**config.mk**
```make
export PLATFORM = sky130hd
export DESIGN_NAME = ptp_int_ctl_mc
export DESIGN_NICKNAME = d
export VERILOG_FILES = /design/src/rtl/ptp_intc_pkg.sv /design/src/rtl/ptp_intc_sync.sv /design/src/rtl/ptp_int_ctl_mc.sv
export SDC_FILE = /design/constraint.sdc
export NUM_CORES = 1
export LEC_CHECK = 0
export ABC_AREA = 1
export ABC_CLOCK_PERIOD_IN_PS = 900
export CORE_ASPECT_RATIO = 0.5
export CORE_UTILIZATION = 40
export DETAILED_ROUTE_END_ITERATION = 6
export GPL_TIMING_DRIVEN = 0
export HOLD_SLACK_MARGIN = 0.15
export PLACE_DENSITY_LB_ADDON = 0.25
export SETUP_SLACK_MARGIN = 0.5
export SLEW_MARGIN = 10
export SYNTH_ARGS = -nofsm -noshare
export SYNTH_HDL_FRONTEND = slang
export SYNTH_HIERARCHICAL = 1
export SYNTH_SLANG_ARGS = --single-unit
```
**constraint.sdc**
```tcl
create_clock -name bus2ip_clk -period 0.9 [get_ports bus2ip_clk]
set_input_delay 0.18 -clock bus2ip_clk [delete_from_list [all_inputs] [get_ports bus2ip_clk]]
set_output_delay 0.18 -clock bus2ip_clk [all_outputs]
set_load 0.02 [all_outputs]
```
**src/rtl/ptp_intc_pkg.sv**
```systemverilog
// Shared constants for the PTP multi-source interrupt controller: register
// offsets, COAL field layout/reset value and coalescing FSM encoding.
package ptp_intc_pkg;

    localparam logic [4:0] OFF_STATUS = 5'h00;
    localparam logic [4:0] OFF_MASK   = 5'h04;
    localparam logic [4:0] OFF_RAW    = 5'h08;
    localparam logic [4:0] OFF_COAL   = 5'h0C;
    localparam logic [4:0] OFF_MODE   = 5'h10;

    localparam int COAL_TH_LSB = 0;
    localparam int COAL_TH_MSB = 7;
    localparam int COAL_TO_LSB = 16;
    localparam int COAL_TO_MSB = 31;

    localparam logic [31:0] COAL_RST = 32'h0000_0001;
    localparam logic [7:0]  CNT_MAX  = 8'hFF;

    typedef enum logic {
        ST_IDLE = 1'b0,
        ST_HOLD = 1'b1
    } coal_state_e;

endpackage

```
**src/rtl/ptp_intc_sync.sv**
```systemverilog
// One-source synchroniser into bus2ip_clk with a rising-edge detect flop
// behind the last synchroniser stage.
module ptp_intc_sync #(
    parameter int SYNC_STAGES = 2
) (
    input  logic bus2ip_clk,
    input  logic bus2ip_rst_n,
    input  logic src_i,
    output logic level_o,
    output logic rise_o
);
    logic [SYNC_STAGES-1:0] sync_q;
    logic                   prev_q;

    always_ff @(posedge bus2ip_clk or negedge bus2ip_rst_n) begin
        if (!bus2ip_rst_n) begin
            sync_q <= '0;
            prev_q <= 1'b0;
        end else begin
            sync_q <= {sync_q[SYNC_STAGES-2:0], src_i};
            prev_q <= sync_q[SYNC_STAGES-1];
        end
    end

    assign level_o = sync_q[SYNC_STAGES-1];
    assign rise_o  = sync_q[SYNC_STAGES-1] & ~prev_q;

endmodule

```
**src/rtl/ptp_int_ctl_mc.sv**
```systemverilog
// NUM_SRC-input PTP interrupt controller on the 32-bit bus2ip slave port.
// Interrupt coalescing FSM is built only when PTP_INTC_COALESCE_EN is defined.
module ptp_int_ctl_mc
    import ptp_intc_pkg::*;
#(
    parameter int          NUM_SRC       = 8,
    parameter logic [31:0] INT_BASE_ADDR = 32'h300,
    parameter int          SYNC_STAGES   = 2,
    parameter int          TMR_W         = 16
) (
    input  logic               bus2ip_clk,
    input  logic               bus2ip_rst_n,
    input  logic [31:0]        bus2ip_addr_i,
    input  logic [31:0]        bus2ip_data_i,
    input  logic               bus2ip_rd_ce_i,
    input  logic               bus2ip_wr_ce_i,
    output logic [31:0]        ip2bus_data_o,
    input  logic [NUM_SRC-1:0] int_src_i,
    output logic [NUM_SRC-1:0] int_pending_o,
    output logic               int_ptp_o
);
    logic               hit;
    logic [4:0]         off;
    logic               wr_status, wr_mask, wr_mode;
    logic [NUM_SRC-1:0] lvl, rise, set_vec, w1c;
    logic [NUM_SRC-1:0] status_q, status_d, mask_q, mask_d, mode_q, mode_d;
    logic [NUM_SRC-1:0] pend_d, pending_q;
    logic [31:0]        rd_data, coal_rd, ip2bus_data_q;
    logic               int_q, int_d;

    assign hit       = (bus2ip_addr_i[31:5] == INT_BASE_ADDR[31:5]);
    assign off       = bus2ip_addr_i[4:0];
    assign wr_status = bus2ip_wr_ce_i && hit && (off == OFF_STATUS);
    assign wr_mask   = bus2ip_wr_ce_i && hit && (off == OFF_MASK);
    assign wr_mode   = bus2ip_wr_ce_i && hit && (off == OFF_MODE);

    for (genvar g = 0; g < NUM_SRC; g++) begin : g_sync
        ptp_intc_sync #(.SYNC_STAGES(SYNC_STAGES)) u_sync (
            .bus2ip_clk   (bus2ip_clk),
            .bus2ip_rst_n (bus2ip_rst_n),
            .src_i        (int_src_i[g]),
            .level_o      (lvl[g]),
            .rise_o       (rise[g])
        );
    end

    // Set is OR-ed in after the clear so a coincident event beats the W1C.
    assign set_vec  = (mode_q & lvl) | (~mode_q & rise);
    assign w1c      = wr_status ? bus2ip_data_i[NUM_SRC-1:0] : '0;
    assign status_d = (status_q & ~w1c) | set_vec;
    assign mask_d   = wr_mask ? bus2ip_data_i[NUM_SRC-1:0] : mask_q;
    assign mode_d   = wr_mode ? bus2ip_data_i[NUM_SRC-1:0] : mode_q;
    assign pend_d   = status_q & mask_q;

    always_comb begin
        rd_data = '0;
        case (off)
            OFF_STATUS: rd_data[NUM_SRC-1:0] = status_q;
            OFF_MASK:   rd_data[NUM_SRC-1:0] = mask_q;
            OFF_RAW:    rd_data[NUM_SRC-1:0] = lvl;
            OFF_COAL:   rd_data              = coal_rd;
            OFF_MODE:   rd_data[NUM_SRC-1:0] = mode_q;
            default:    rd_data              = '0;
        endcase
    end

    always_ff @(posedge bus2ip_clk or negedge bus2ip_rst_n) begin
        if (!bus2ip_rst_n) begin
            status_q      <= '0;
            mask_q        <= '0;
            mode_q        <= '0;
            pending_q     <= '0;
            ip2bus_data_q <= '0;
            int_q         <= 1'b0;
        end else begin
            status_q      <= status_d;
            mask_q        <= mask_d;
            mode_q        <= mode_d;
            pending_q     <= pend_d;
            ip2bus_data_q <= (bus2ip_rd_ce_i && hit) ? rd_data : '0;
            int_q         <= int_d;
        end
    end

`ifdef PTP_INTC_COALESCE_EN
    localparam logic [TMR_W-1:0] TMR_MAX = '1;

    coal_state_e      state_q, state_d;
    logic [7:0]       th_q, cnt_q, cnt_d;
    logic [15:0]      to_q;
    logic [TMR_W-1:0] tmr_q, tmr_d;
    logic             wr_coal, new_any, pend_any, held;

    assign wr_coal  = bus2ip_wr_ce_i && hit && (off == OFF_COAL);
    // A masked bit is "new" when it is pending next cycle but not this one.
    assign new_any  = |(status_d & mask_d & ~pend_d);
    assign pend_any = |pend_d;

    always_comb begin
        coal_rd = '0;
        coal_rd[COAL_TH_MSB:COAL_TH_LSB] = th_q;
        coal_rd[COAL_TO_MSB:COAL_TO_LSB] = to_q;
    end

    always_ff @(posedge bus2ip_clk or negedge bus2ip_rst_n) begin
        if (!bus2ip_rst_n) begin
            state_q <= ST_IDLE;
            cnt_q   <= '0;
            tmr_q   <= '0;
            th_q    <= COAL_RST[COAL_TH_MSB:COAL_TH_LSB];
            to_q    <= COAL_RST[COAL_TO_MSB:COAL_TO_LSB];
        end else begin
            state_q <= state_d;
            cnt_q   <= cnt_d;
            tmr_q   <= tmr_d;
            if (wr_coal) begin
                th_q <= bus2ip_data_i[COAL_TH_MSB:COAL_TH_LSB];
                to_q <= bus2ip_data_i[COAL_TO_MSB:COAL_TO_LSB];
            end
        end
    end

    always_comb begin
        state_d = state_q;
        cnt_d   = cnt_q;
        tmr_d   = tmr_q;
        held    = 1'b0;
        int_d   = 1'b0;
        case (state_q)
            ST_IDLE: begin
                if (new_any) begin
                    state_d = ST_HOLD;
                    cnt_d   = 8'd1;
                    tmr_d   = '0;
                end
            end
            ST_HOLD: begin
                if (int_q && !pend_any) begin
                    // Serviced; an event landing in this same cycle opens a new window.
                    state_d = new_any ? ST_HOLD : ST_IDLE;
                    cnt_d   = new_any ? 8'd1 : 8'd0;
                    tmr_d   = '0;
                end else begin
                    held = int_q;
                    if (new_any && (cnt_q != CNT_MAX)) cnt_d = cnt_q + 8'd1;
                    if (tmr_q != TMR_MAX)              tmr_d = tmr_q + TMR_W'(1);
                end
            end
            default: state_d = ST_IDLE;
        endcase
        if (state_d == ST_HOLD) begin
            int_d = held || (cnt_d >= th_q) ||
                    ((to_q != 16'd0) && (32'(tmr_d) >= 32'(to_q)));
        end
    end
`else
    assign coal_rd = '0;
    assign int_d   = |pend_d;
`endif

    assign ip2bus_data_o = ip2bus_data_q;
    assign int_pending_o = pending_q;
    assign int_ptp_o     = int_q;

endmodule

```
Yosys cells after proc, flatten, opt, wreduce, memory -nomap -nowiden --
Cells that the tools add are included.
Cells by class: add/sub/neg operators 0, $mul 0, divide/modulo/power cells 0, magnitude comparators 0, eq/ne operators 4, shift operators 0, mux-type cells 3, bitwise operators 24, reductions and logical operators 7
Operators by type and width (number):
- $and 8x8->8 | 4
- $pmux 8 s4 | 1
- $eq 27x5->1 const B | 1
- $mux 8 | 2
- $not 8->8 | 2
- $or 8x8->8 | 2
- $and 1x1->1 | 8
- $not 1->1 | 8
- $reduce_or 8->1 | 1
- $eq 5x3->1 const B | 1
- $eq 5x4->1 const B | 1
- $eq 5x5->1 const B | 1
- $logic_and 1x1->1 | 5
- $logic_not 5->1 | 1
Storage, ports and cells: flip-flop bits (word level) 65, latch bits 0, RAM bits 0, bits in read-only memories 0, input port bits 76, output and inout port bits 41, logic and storage cells 60, memories 0

Logic depth before layout (Yosys ltp) --
depth after elaboration 7, mapped depth 9, depth with buffers taken out 9

Hierarchy --
Netlist, hierarchy kept.
By module, submodules not included:
- ptp_int_ctl_mc | times used 1, cells each 306, area an instance 2406.1 um^2, seq. area each 1026.0 um^2
- ptp_intc_sync | times used 8, cells each 5, area an instance 85.1 um^2, seq. area each 75.1 um^2

Least setup slack after synthesis --
Ideal clock, no wire load.
path kind input -> register, from input port bus2ip_addr_i[6], to register mask_q[6], setup time 117 ps, arrival 983 ps, required time 783 ps, setup slack -200 ps, stages 8, path buffers 0, path through nor2_1 -> nand3_1 -> nor2_1 -> nand2_2 -> nor2_8 -> nand3_4 -> nand2_1 -> nand2_1
On the way: cells in the longest elaborated chain, start to end 3
Ends and longest elaborated chain:
- from (decl) | line ptp_int_ctl_mc.sv:13 | input logic [31:0] bus2ip_addr_i,
- $eq 27x5->1 | line ptp_int_ctl_mc.sv:31 | assign hit = (bus2ip_addr_i[31:5] == INT_BASE_ADDR[31:5]);
- $logic_and 1x1->1 (2 in a row) | line ptp_int_ctl_mc.sv:34 | assign wr_mask = bus2ip_wr_ce_i && hit && (off == OFF_MASK);
- to (signal assigned) | line ptp_int_ctl_mc.sv:77 | mask_q <= mask_d;
- to (decl) | line ptp_int_ctl_mc.sv:26 | logic [NUM_SRC-1:0] status_q, status_d, mask_q, mask_d, mode_q, mode_d;
Every way passes these cells. A chain may end at the register's enable or synchronous reset.

Worst setup path in the final report --
from input port bus2ip_addr_i[12], to register mode_q[1]
On the way: cells in the longest elaborated chain, start to end 3
Ends and longest elaborated chain:
- $eq 27x5->1 | line ptp_int_ctl_mc.sv:31
- $logic_and 1x1->1 (2 in a row) | line ptp_int_ctl_mc.sv:35 | assign wr_mode = bus2ip_wr_ce_i && hit && (off == OFF_MODE);
- to (signal assigned) | line ptp_int_ctl_mc.sv:78 | mode_q <= mode_d;
- to (decl) | line ptp_int_ctl_mc.sv:26
Every way passes these cells.

==> results.toml <==
[critical_path]
path_class = "primary input to flip-flop"
cp_num_buf_inv = 1
max_stage_delay_ns = 0.26
crit_chain = "buf_6, nor2_4, nand3b_1, nor2_2, nand2_2, nor2_8, nand3_4, nand2_2, nand2_2"
worstSetupStartpointType = "primary input"
arrival_ns = 1.24
critical_path.max_fanout = 8
crit_slowest_cell = "nor2_8"
cp_common_cell = "nand2_2"
critPathTopFamily = "simple AND/OR/NAND/NOR gates"
critPathRequiredTime_ns = 1.11
critPathCaptureType = "flip-flop"

[power]
power.switching_mw = 1.57
leakage_nw = 2.41
power.total_mw = 7.09
p_comb_share_pct = 9.8
p_per_area_mw_per_mm2 = 1510
p_sw_share_pct = 22.1
intPower_mw = 5.52
seqPwrFrac_pct = 42.5
p_clk_share_pct = 47.7
ir_drop_mv = 0.890

[clock_network]
root_buffer = "clkbuf_16"
clkLatencyLatePin_ns = 0.32
cts_buffers = 9
cts.path.max_buffers = 2
clkTransAtPathRegs_ns = 0.05
cts_sinks = 65
htree_levels = 3
cts_tree = "yes"

[routing]
routed_via_density = 4.49
routedWlPerCell_microns = 12.1
drc = 0
drt_iter0_drc = 120
wl_microns = 7020
vias = 2601
antenna_left = 0
drt_pre_antenna_iters = 4

[cells_and_area]
layout-drive-gt1-share_pct = 42.0
mostFrequentLayoutCells = "nand2_1, dfrtp_1, buf_4, buf_6, nand4_1"
fill_cells = 601
fin_area_sq_mm = 0.00470
n_antenna_cell = 0
area_delta_synth_final_pct = 52.2
multi_input_area_sq_mm = 0.00135
regArea_sq_mm = 0.00163
fin_nets = 554
final_common_cell = "nand2_1"
stdcell_count = 579

[timing]
max_freq_ghz = 0.977
worst_slack_ns = -0.124
whs_ns = -0.164
worst_pin_slew_ns = 0.578
final.setup_skew_ns = 0.00385
finalSetupViolations = 50
finalCritPeriodShare_pct = 114
final_hold_viol_count = 65
maxSlewViolCount = 0
relSlewSlack_pct = 61.5
rsz0062_at_grt = "true"
period_minus_slack_ns = 1.02

[floorplan]
pin_count = 117
rows = 22
die_h_microns = 64.1
core_sq_mm = 0.00740
start_util_pct = 41.7
dieArea_sq_mm = 0.00809
die_w_microns = 126

[hold_path]
min_path_type = "primary input to asynchronous set/reset pin"

[logic_synthesis]
ys_seq_area_share_pct = 52.7
syn_area_sq_mm = 0.00309
yosysUniqueCellTypes = 23
synth-seq-cells = 65
synth.top_cell.area_share_pct = 52.7
synth_compound_area_share_pct = 1.30
synth_mux_area_share_pct = 2.59
synth.largest_area_cell = "dfrtp_1"
synthAdderAreaFrac_pct = 0
synth_xor_xnor_area_share_pct = 0
ys.warnings.count = 6
synth_top_family_by_area = "simple AND/OR/NAND/NOR gates"
synthSimpleGateAreaFrac_pct = 30.8
synthCells = 346
synth_area_per_cell_sq_um = 8.92
yosys-top-cells-area = "dfrtp_1, nand2_1, buf_4"

[outcome]
run_status = "finished, violations left"
violations = "hold timing, setup timing"

[global_route]
grt_usage_pct = 18.8
overflow = 0
grt_pass1_wl_microns = 11400
antenna_found_initial = 0
grt_max_degree = 66
grt_pass1_vias = 2400

[run]
maxCapViolations = 0

[place]
place.port_buffers = 67
dpl.cell_count = 532
postPlaceCellArea_sq_mm = 0.00399
place_worst_setup_slack_ns = -0.920
hpwl_microns = 4850
gp_congestion = 0.804
power groups by stage:
stage               clock network (mW)  registers [mW]  logic [mW]
floorplan                            0            3.05       0.316
global route                      3.62            3.01       0.756
CTS                               3.46            3.01       0.650
detailed placement                   0            3.06       0.655
global placement                     0            3.06       0.652
finish                            3.38            3.01       0.697
stage by stage:
step	hold slack (ns)	utilization [%]	TNS [ns]
2_1_floorplan	-0.116	-	-5.06
3_3_place_gp	0.332	54.0	-190.23
3_5_place_dp	0.322	53.9	-30.86
4_1_cts	-0.143	60.6	-5.11
5_1_grt	-0.116	63.5	-7.12
6_report	-0.164	63.5	-4.62
registers in the layout, indices dropped and copies added (netlist names):
name,cells
g_sync.u_sync/sync_q,16
mode_q,8
mask_q,8
status_q,8
g_sync.u_sync/prev_q,8
int_ptp_o,1
ip2bus_data_o,8
int_pending_o,8
final timing paths:
path,depth (start not counted),slack (ns),end,startpoint
setup / recovery,9,-0.12,mode_q[1],bus2ip_addr_i[12]
hold / removal,1,-0.16,int_ptp_o,bus2ip_rst_n
setup reg to reg,4,-0.11,int_ptp_o,status_q[2]
hold reg to reg,0,0.35,g_sync[6].u_sync/sync_q[1],g_sync[6].u_sync/sync_q[0]
max in group asynchronous,1,0.66,mask_q[2],bus2ip_rst_n
min in group bus2ip_clk,4,0.23,status_q[7],bus2ip_wr_ce_i
synthesized netlist by cell type:
master / number
nand3b_1: 1
mux2i_1: 8
conb_1: 1
nor2_1: 42
nor4_1: 2
buf_6: 3
nand3_1: 3
nand4_1: 26
inv_2: 2
inv_1: 35
buf_1: 1
nand2_2: 1
nand3_4: 4
nor2_8: 2
buf_8: 1
nor2_4: 2
buf_4: 26
dfrtp_1: 65
nand2_1: 102
nand3_2: 1
nor2_2: 9
and2_0: 1
o21ai_0: 8
per-layer routing:
layer	up-vias	GRT usage (%)	wire length, microns
li1	1305	-	-
met3	11	6.20	540
met2	126	28.6	3150
met5	-	0	0
met4	0	8.58	99
met1	1159	24.5	3240
cells by family after synthesis:
| group | count (synthesis) |
|---|---|
| simple gates | 196 |
| buf+inv | 68 |
| flops | 65 |
| compound gates | 8 |
| mux | 8 |
| other cells | 1 |
area by class of cell:
type                       count  area share (%)
sequential                    65            34.6
buffer                        31            5.27
multi-input combinational    236            28.8
timing repair buffer          98            19.5
clock buffer                  11            5.17
tap                           96            2.56
inverter                      37            2.96
clock inverter                 5            1.17
repair_timing:
action	CTS	global route
endpoints found under the setup margin	139	74
pin swaps	62	44
buffers inserted	20	9
hold endpoints to repair	65	65
gates resized for setup	267	50
cloned	2	0
No activity file was read; power rests on OpenSTA's default activity.
==> patch 1, RTL diff (config.mk and constraints unchanged) <==
The option `PTP_INTC_COALESCE_EN` is turned on by a define.
--- a/src/rtl/ptp_int_ctl_mc.sv
+++ b/src/rtl/ptp_int_ctl_mc.sv
@@ -1,4 +1,6 @@
 // NUM_SRC-input PTP interrupt controller on the 32-bit bus2ip slave port.
 // Interrupt coalescing FSM is built only when PTP_INTC_COALESCE_EN is defined.
+`define PTP_INTC_COALESCE_EN
+
 module ptp_int_ctl_mc
     import ptp_intc_pkg::*;
Check against the original RTL: not equivalent (Yosys sat finds a counterexample within 4 cycles, from zero or initial values and one cycle with bus2ip_rst_n low).
==> patch 1 against the unedited design <==
The run still ends with negative hold slack, negative setup slack left. Die area increased by 110%. Power increased by 98%. Sequential cell count is 65 higher. Wire length increased to 3.3 times the old value. Count of clock-buffer cells in the layout rose by 10. Final area rose by 130%. Setup slack worse by 2.2 ns. Non-clock buffer count grew 137. Utilization grew 7.0 points. Area after synthesis is 110% higher. Cell count rose by 110%. Largest cell class is now multi-input combinational cells.
==> patch 1: results (changes against the unedited design) <==
- Outcome: finished with violations (unchanged)
- Failing checks: negative hold slack, negative setup slack (unchanged)
- Largest fanout on the critical path: 6 (was 8)
- The via count of the first global-routing pass was 6,266 (was 2,400).
* Worst-case reg-to-reg path depth: 21 (was 4)
- Top-count cell post-synth: nand2_1 (unchanged)
- Final hold violation count: 103 (was 65)
- Worst hold-check slack: -0.387 ns (was -0.164 ns)
- The post-synthesis async set-or-reset flop share came to 1.00 (unchanged).
- Final worst slack: -2.33 ns (was -0.124 ns)
- The multiplexer fraction of the synthesized cell area came to 0.0399 (was 0.0259).
* Final-report setup violation count: 130 (was 50)
* Pre-CTS setup slack: -3.21 ns (was -0.920 ns)
- Sequential share of the synthesized area: 0.499 (was 0.527)
- Commonest register cell after synthesis: dfrtp_1 (unchanged)
* Global placement routability congestion: 0.880 (was 0.804)
- Area share of fa/ha/maj cells after synthesis: 0.0499 (was 0)
- Non-Filler Instances: 1,227 (was 579)
- The total of buffers placed on input and output ports is 99 (was 67).
* Source of the worst register-to-register timing path: g_sync[1].u_sync/sync_q[1] (was status_q[2])
- Biggest area contributors in the synthesized netlist: dfrtp_1, nand2_1, inv_1 (was dfrtp_1, nand2_1, buf_4)
- Static leakage: 5.18 nW (was 2.41 nW)
* Startpoint types: register (was input pin)
- Critical path arrival: 3.53 ns (was 1.24 ns)
* DRT Pass-1 Iters: 5 (was 4)
- CP max-delay cell: dfrtp_1 (was nor2_8)
- The maximum number of pins on one net before global-route repair came to 87 (was 66).
- Global-route wire length before repair: 31.7 mm (was 11.4 mm)
* Max IR drop VDD: 1.38 mV (was 0.890 mV)
- The number of different library cells in the post-synthesis netlist came to 47 (was 23).
- Top cells by instance count after synthesis: nand2_1, dfrtp_1, inv_1, nor2_1, o21ai_0 (was nand2_1, dfrtp_1, nor2_1, inv_1).
* Average cell area after synthesis: 9.01 um2 (was 8.92 um2)
- Share of the synthesized area in compound gates (AO/OA/AOI/OAI): 0.0873 (was 0.0130)
- Post-DR vias/cell: 5.30 (was 4.49)
* Worst skew pair latency: 0.42 ns (was 0.32 ns)
* Number of flip-flops in the largest register: 24 (was 16)
- The post-detailed-routing wire length is 23.2 mm (was 7.02 mm).
- Post-Route Skew: 0.0155 ns (was 0.00385 ns)
* Detailed router's first-iteration violation count: 491 (was 120)
* CTS buffer count: 17 (was 9)
- Largest buffer count on any clock path: 2 (unchanged)
- Remaining max-slew budget at the tightest pin: 0.664 (was 0.615)
- The total half-perimeter wirelength after legalization and detailed placement was 11.4 mm (was 4.85 mm).
- H-tree depth: 4 (was 3)
* Fraction of final layout cells with drive strength greater than 1: 0.491 (was 0.420)
- Number of fill cells in the layout: 1,033 (was 601)
* Critical path's largest stage delay: 0.44 ns (was 0.26 ns)
- Gr usage total: 0.246 (was 0.188)
* Xor/xnor cell area share of the yosys netlist: 0.0148 (was 0)
* Post-layout nets: 1,095 (was 554)
-- patch 1: worst reg2reg max path, delay by kind of cell (launching register included) --
family | cells | cell delay, ns
AOI/OAI and AO/OA | 6 | 0.88
muxes | 1 | 0.22
adders and majority gates | 1 | 0.29
DFF | 1 | 0.44
and+or+nand+nor | 10 | 1.05
buffers and inverters | 3 | 0.27
-- patch 1: worst max-delay path by stage --
stage / to / slack [ns] / cells after the start
floorplan: int_ptp_o / -1.95 / 27
global placement: ip2bus_data_o[22] / -5.54 / 1
detailed placement: int_ptp_o / -3.21 / 28
CTS: int_ptp_o / -2.18 / 24
global route: int_ptp_o / -2.55 / 29
finish: int_ptp_o / -2.33 / 21
-- patch 1: routing by layer --
layer	routed length (um)	GRT usage	vias up
met1	8960	0.298	3157
met3	1640	0.0613	109
met2	11500	0.415	332
li1	-	-	2902
met4	1040	0.118	0
met5	0	0	-
-- patch 1: repair_timing --
item | in CTS | in global routing
cloned | 4 | 1
buffers inserted | 101 | 37
setup endpoints to repair | 241 | 232
gates resized for setup | 509 | 159
endpoints found under the hold margin | 130 | 130
pin swaps | 115 | 68
-- patch 1: layout make-up --
class,instances,area [um2],area share
clock inverter,11,153,0.0138
clock buffer,21,460,0.0417
timing repair buffer,243,2440,0.221
buffer,23,264,0.0239
inverter,116,444,0.0402
multi-input combinational,462,3750,0.339
sequential,130,3260,0.295
tap,221,277,0.0251
-- patch 1: through the flow --
step / area, um2 / hold slack [ns] / total power [mW] / utilization / setup TNS (ns)
2_1_floorplan: 6720 / -0.116 / 6.24 / - / -48.57
3_3_place_gp: 7990 / 0.332 / 6.72 / 0.510 / -858.74
3_5_place_dp: 8020 / 0.134 / 6.74 / 0.512 / -146.24
4_1_cts: 10100 / -0.386 / 13.9 / 0.645 / -69.06
5_1_grt: 11000 / -0.370 / 14.5 / 0.705 / -87.76
6_report: 11000 / -0.387 / 14.1 / 0.705 / -80.04
-- patch 1: cell families after synthesis --
| family | count (synthesis) |
|---|---|
| buffers and inverters | 139 |
| xor gates and xnor gates | 11 |
| muxes | 24 |
| AOI/OAI and AO/OA | 98 |
| DFF | 130 |
| adders and majority gates | 26 |
| other | 1 |
| and+or+nand+nor | 295 |
-- patch 1: where the power goes --
part	internal [mW]	switching, mW	leakage (nW)
Combinational	0.387	0.437	3.31
Clock	4.52	2.78	0.290
Sequential	5.90	0.0352	1.59
Total	10.8	3.25	5.18
==> patch 2, RTL diff (same flow settings) <==
Made on the original files. Put one more register stage on the output `ip2bus_data_o`. The value now appears one clock later. The other outputs are not delayed to match.
--- a/src/rtl/ptp_int_ctl_mc.sv
+++ b/src/rtl/ptp_int_ctl_mc.sv
@@ -159,5 +159,7 @@
 `endif
 
-    assign ip2bus_data_o = ip2bus_data_q;
+    always_ff @(posedge bus2ip_clk) begin
+        ip2bus_data_o <= ip2bus_data_q;
+    end
     assign int_pending_o = pending_q;
     assign int_ptp_o     = int_q;
Formal check against the unedited RTL: not equivalent (Yosys sat finds a counterexample within 4 cycles, from zero or initial values and one cycle with bus2ip_rst_n low).
==> patch 2 against the unedited design <==
The run still ends with negative hold slack, negative setup slack left. Power is 7.3% higher. Synthesized cell count grew 2.3%. Cell count grew 2.8%. Final area grew 4.5%. Setup slack worse by 0.039 ns. Area after synthesis up 5.2%. Sequential cell count rose by 8. Highest routed layer unchanged. Wire length is 1.5% higher. Sequential power rose by 11%.
==> patch 2: results (changes against the unedited design) <==
- Failing checks: negative hold slack, negative setup slack (unchanged)
- The synthesized instance count came to 354 (was 346).
- The total power after layout came to 7.60 mW (was 7.09 mW).
* Total wire length: 7.13 mm (was 7.02 mm)
* Post-Route Skew: 0.00524 ns (was 0.00385 ns)
- The worst setup slack for register-to-register paths was -0.08 ns (was -0.11 ns).
- Final-layout setup total negative slack: -4.19 ns (was -4.62 ns)
- The footprint of the flip-flops and latches is 0.00182 mm2 (was 0.00163 mm2).
- The fraction of area in multi-input gates is 0.265 (was 0.288).
* CTS resizes: 273 (was 267)
- Clock power share: 0.468 (was 0.477)
- The post-route cell area is 0.00491 mm2 (was 0.00470 mm2).
- Fraction of final layout cells with drive strength greater than 1: 0.419 (was 0.420)
- Total of max-cap violations: 0 (unchanged)
* Final hold violation count: 41 (was 65)
- Final worst slack: -0.163 ns (was -0.124 ns)
- DP HPWL: 4.85 mm (about the same)
* Relative area of clock buffers and inverters in the final design: 0.0627 (was 0.0634)
- Share of total power in combinational logic: 0.093 (was 0.098)
- Post-synthesis cell type count: 24 (was 23)
- Sequential share of the synthesized area: 0.550 (was 0.527)
* Placed insts: 553 (was 532)
- Async set-or-reset flop fraction in the synthesized netlist: 0.890 (was 1.00)
- Clk slew on worst S/H paths: ~0.060 ns
* Wirelength per Cell: 12.0 um (was 12.1 um)
* Proportion of final cell area spent on non-clock buffers: 0.247 (about the same)
* Cell area after placement: 0.00423 mm2 (was 0.00399 mm2)
- The placer's final routability congestion estimate came to 0.766 (was 0.804).
* Number of fill cells in the layout: 606 (was 601)
- Detailed router's first-iteration violation count: 128 (was 120)
* Cell Int Power: 5.96 mW (was 5.52 mW)
* Source of the worst register-to-register timing path: status_q[7] (was status_q[2])
* Buffer count from post-CTS setup fixing: 21 (was 20)
* Gr usage total: 0.183 (was 0.188)
- The leakage power total was 2.47 nW (was 2.41 nW).
- The worst setup timing slack at the placement stage is -0.940 ns (was -0.920 ns).
- The count of clock-net buffers in the final layout came to 12 (was 11).
* Origin of the worst setup path: bus2ip_addr_i[5] (was bus2ip_addr_i[12])
- Critical path arrival: 1.28 ns (was 1.24 ns)
- The non-clock buffer total of the final layout was 125 (was 129).
- Outcome: finished with violations (unchanged).
- Critical path's largest stage delay: 0.21 ns (was 0.26 ns)
* Post-layout nets: 558 (was 554)
- Final-report setup violation count: 48 (was 50)
* TritonCTS sink count: 73 (was 65)
- The worst IR drop on VDD was 1.03 mV (was 0.890 mV).
- Pin count of the biggest net entering global routing: 52 (was 66)
- Worst hold-check slack: -0.292 ns (was -0.164 ns)
* Global-route wire length before repair: 11.6 mm (was 11.4 mm)
==> patch 2: cell count changes after synthesis <==
| cell | change |
|---|---|
| dfxtp_1 | +8 |
==> patch 2: how the worst max path moves through the flow <==
stage                        to  slack (ns)  cells after the start
6_report              mask_q[3]       -0.16                     10
4_1_cts               mask_q[0]       -0.15                     10
3_3_place_gp   ip2bus_data_q[1]       -2.51                      1
2_1_floorplan         mode_q[2]       -0.20                      8
5_1_grt               mask_q[3]       -0.22                     10
3_5_place_dp   ip2bus_data_q[0]       -0.94                      6
==> patch 2: per-layer routing <==
layer / GRT usage / vias up / wire length (um)
met5: 0 / - / 0
met4: 0.0654 / 0 / 64
met3: 0.0562 / 7 / 654
met2: 0.283 / 127 / 3120
met1: 0.243 / 1185 / 3290
li1: - / 1327 / -
==> patch 2: cell families after synthesis <==
logic type	share of synthesized area
flip-flops	0.550
multiplexers	0.0247
AND/OR/NAND/NOR	0.292
buffers and inverters	0.119
AO/OA/AOI/OAI	0.0123
other	0.00115
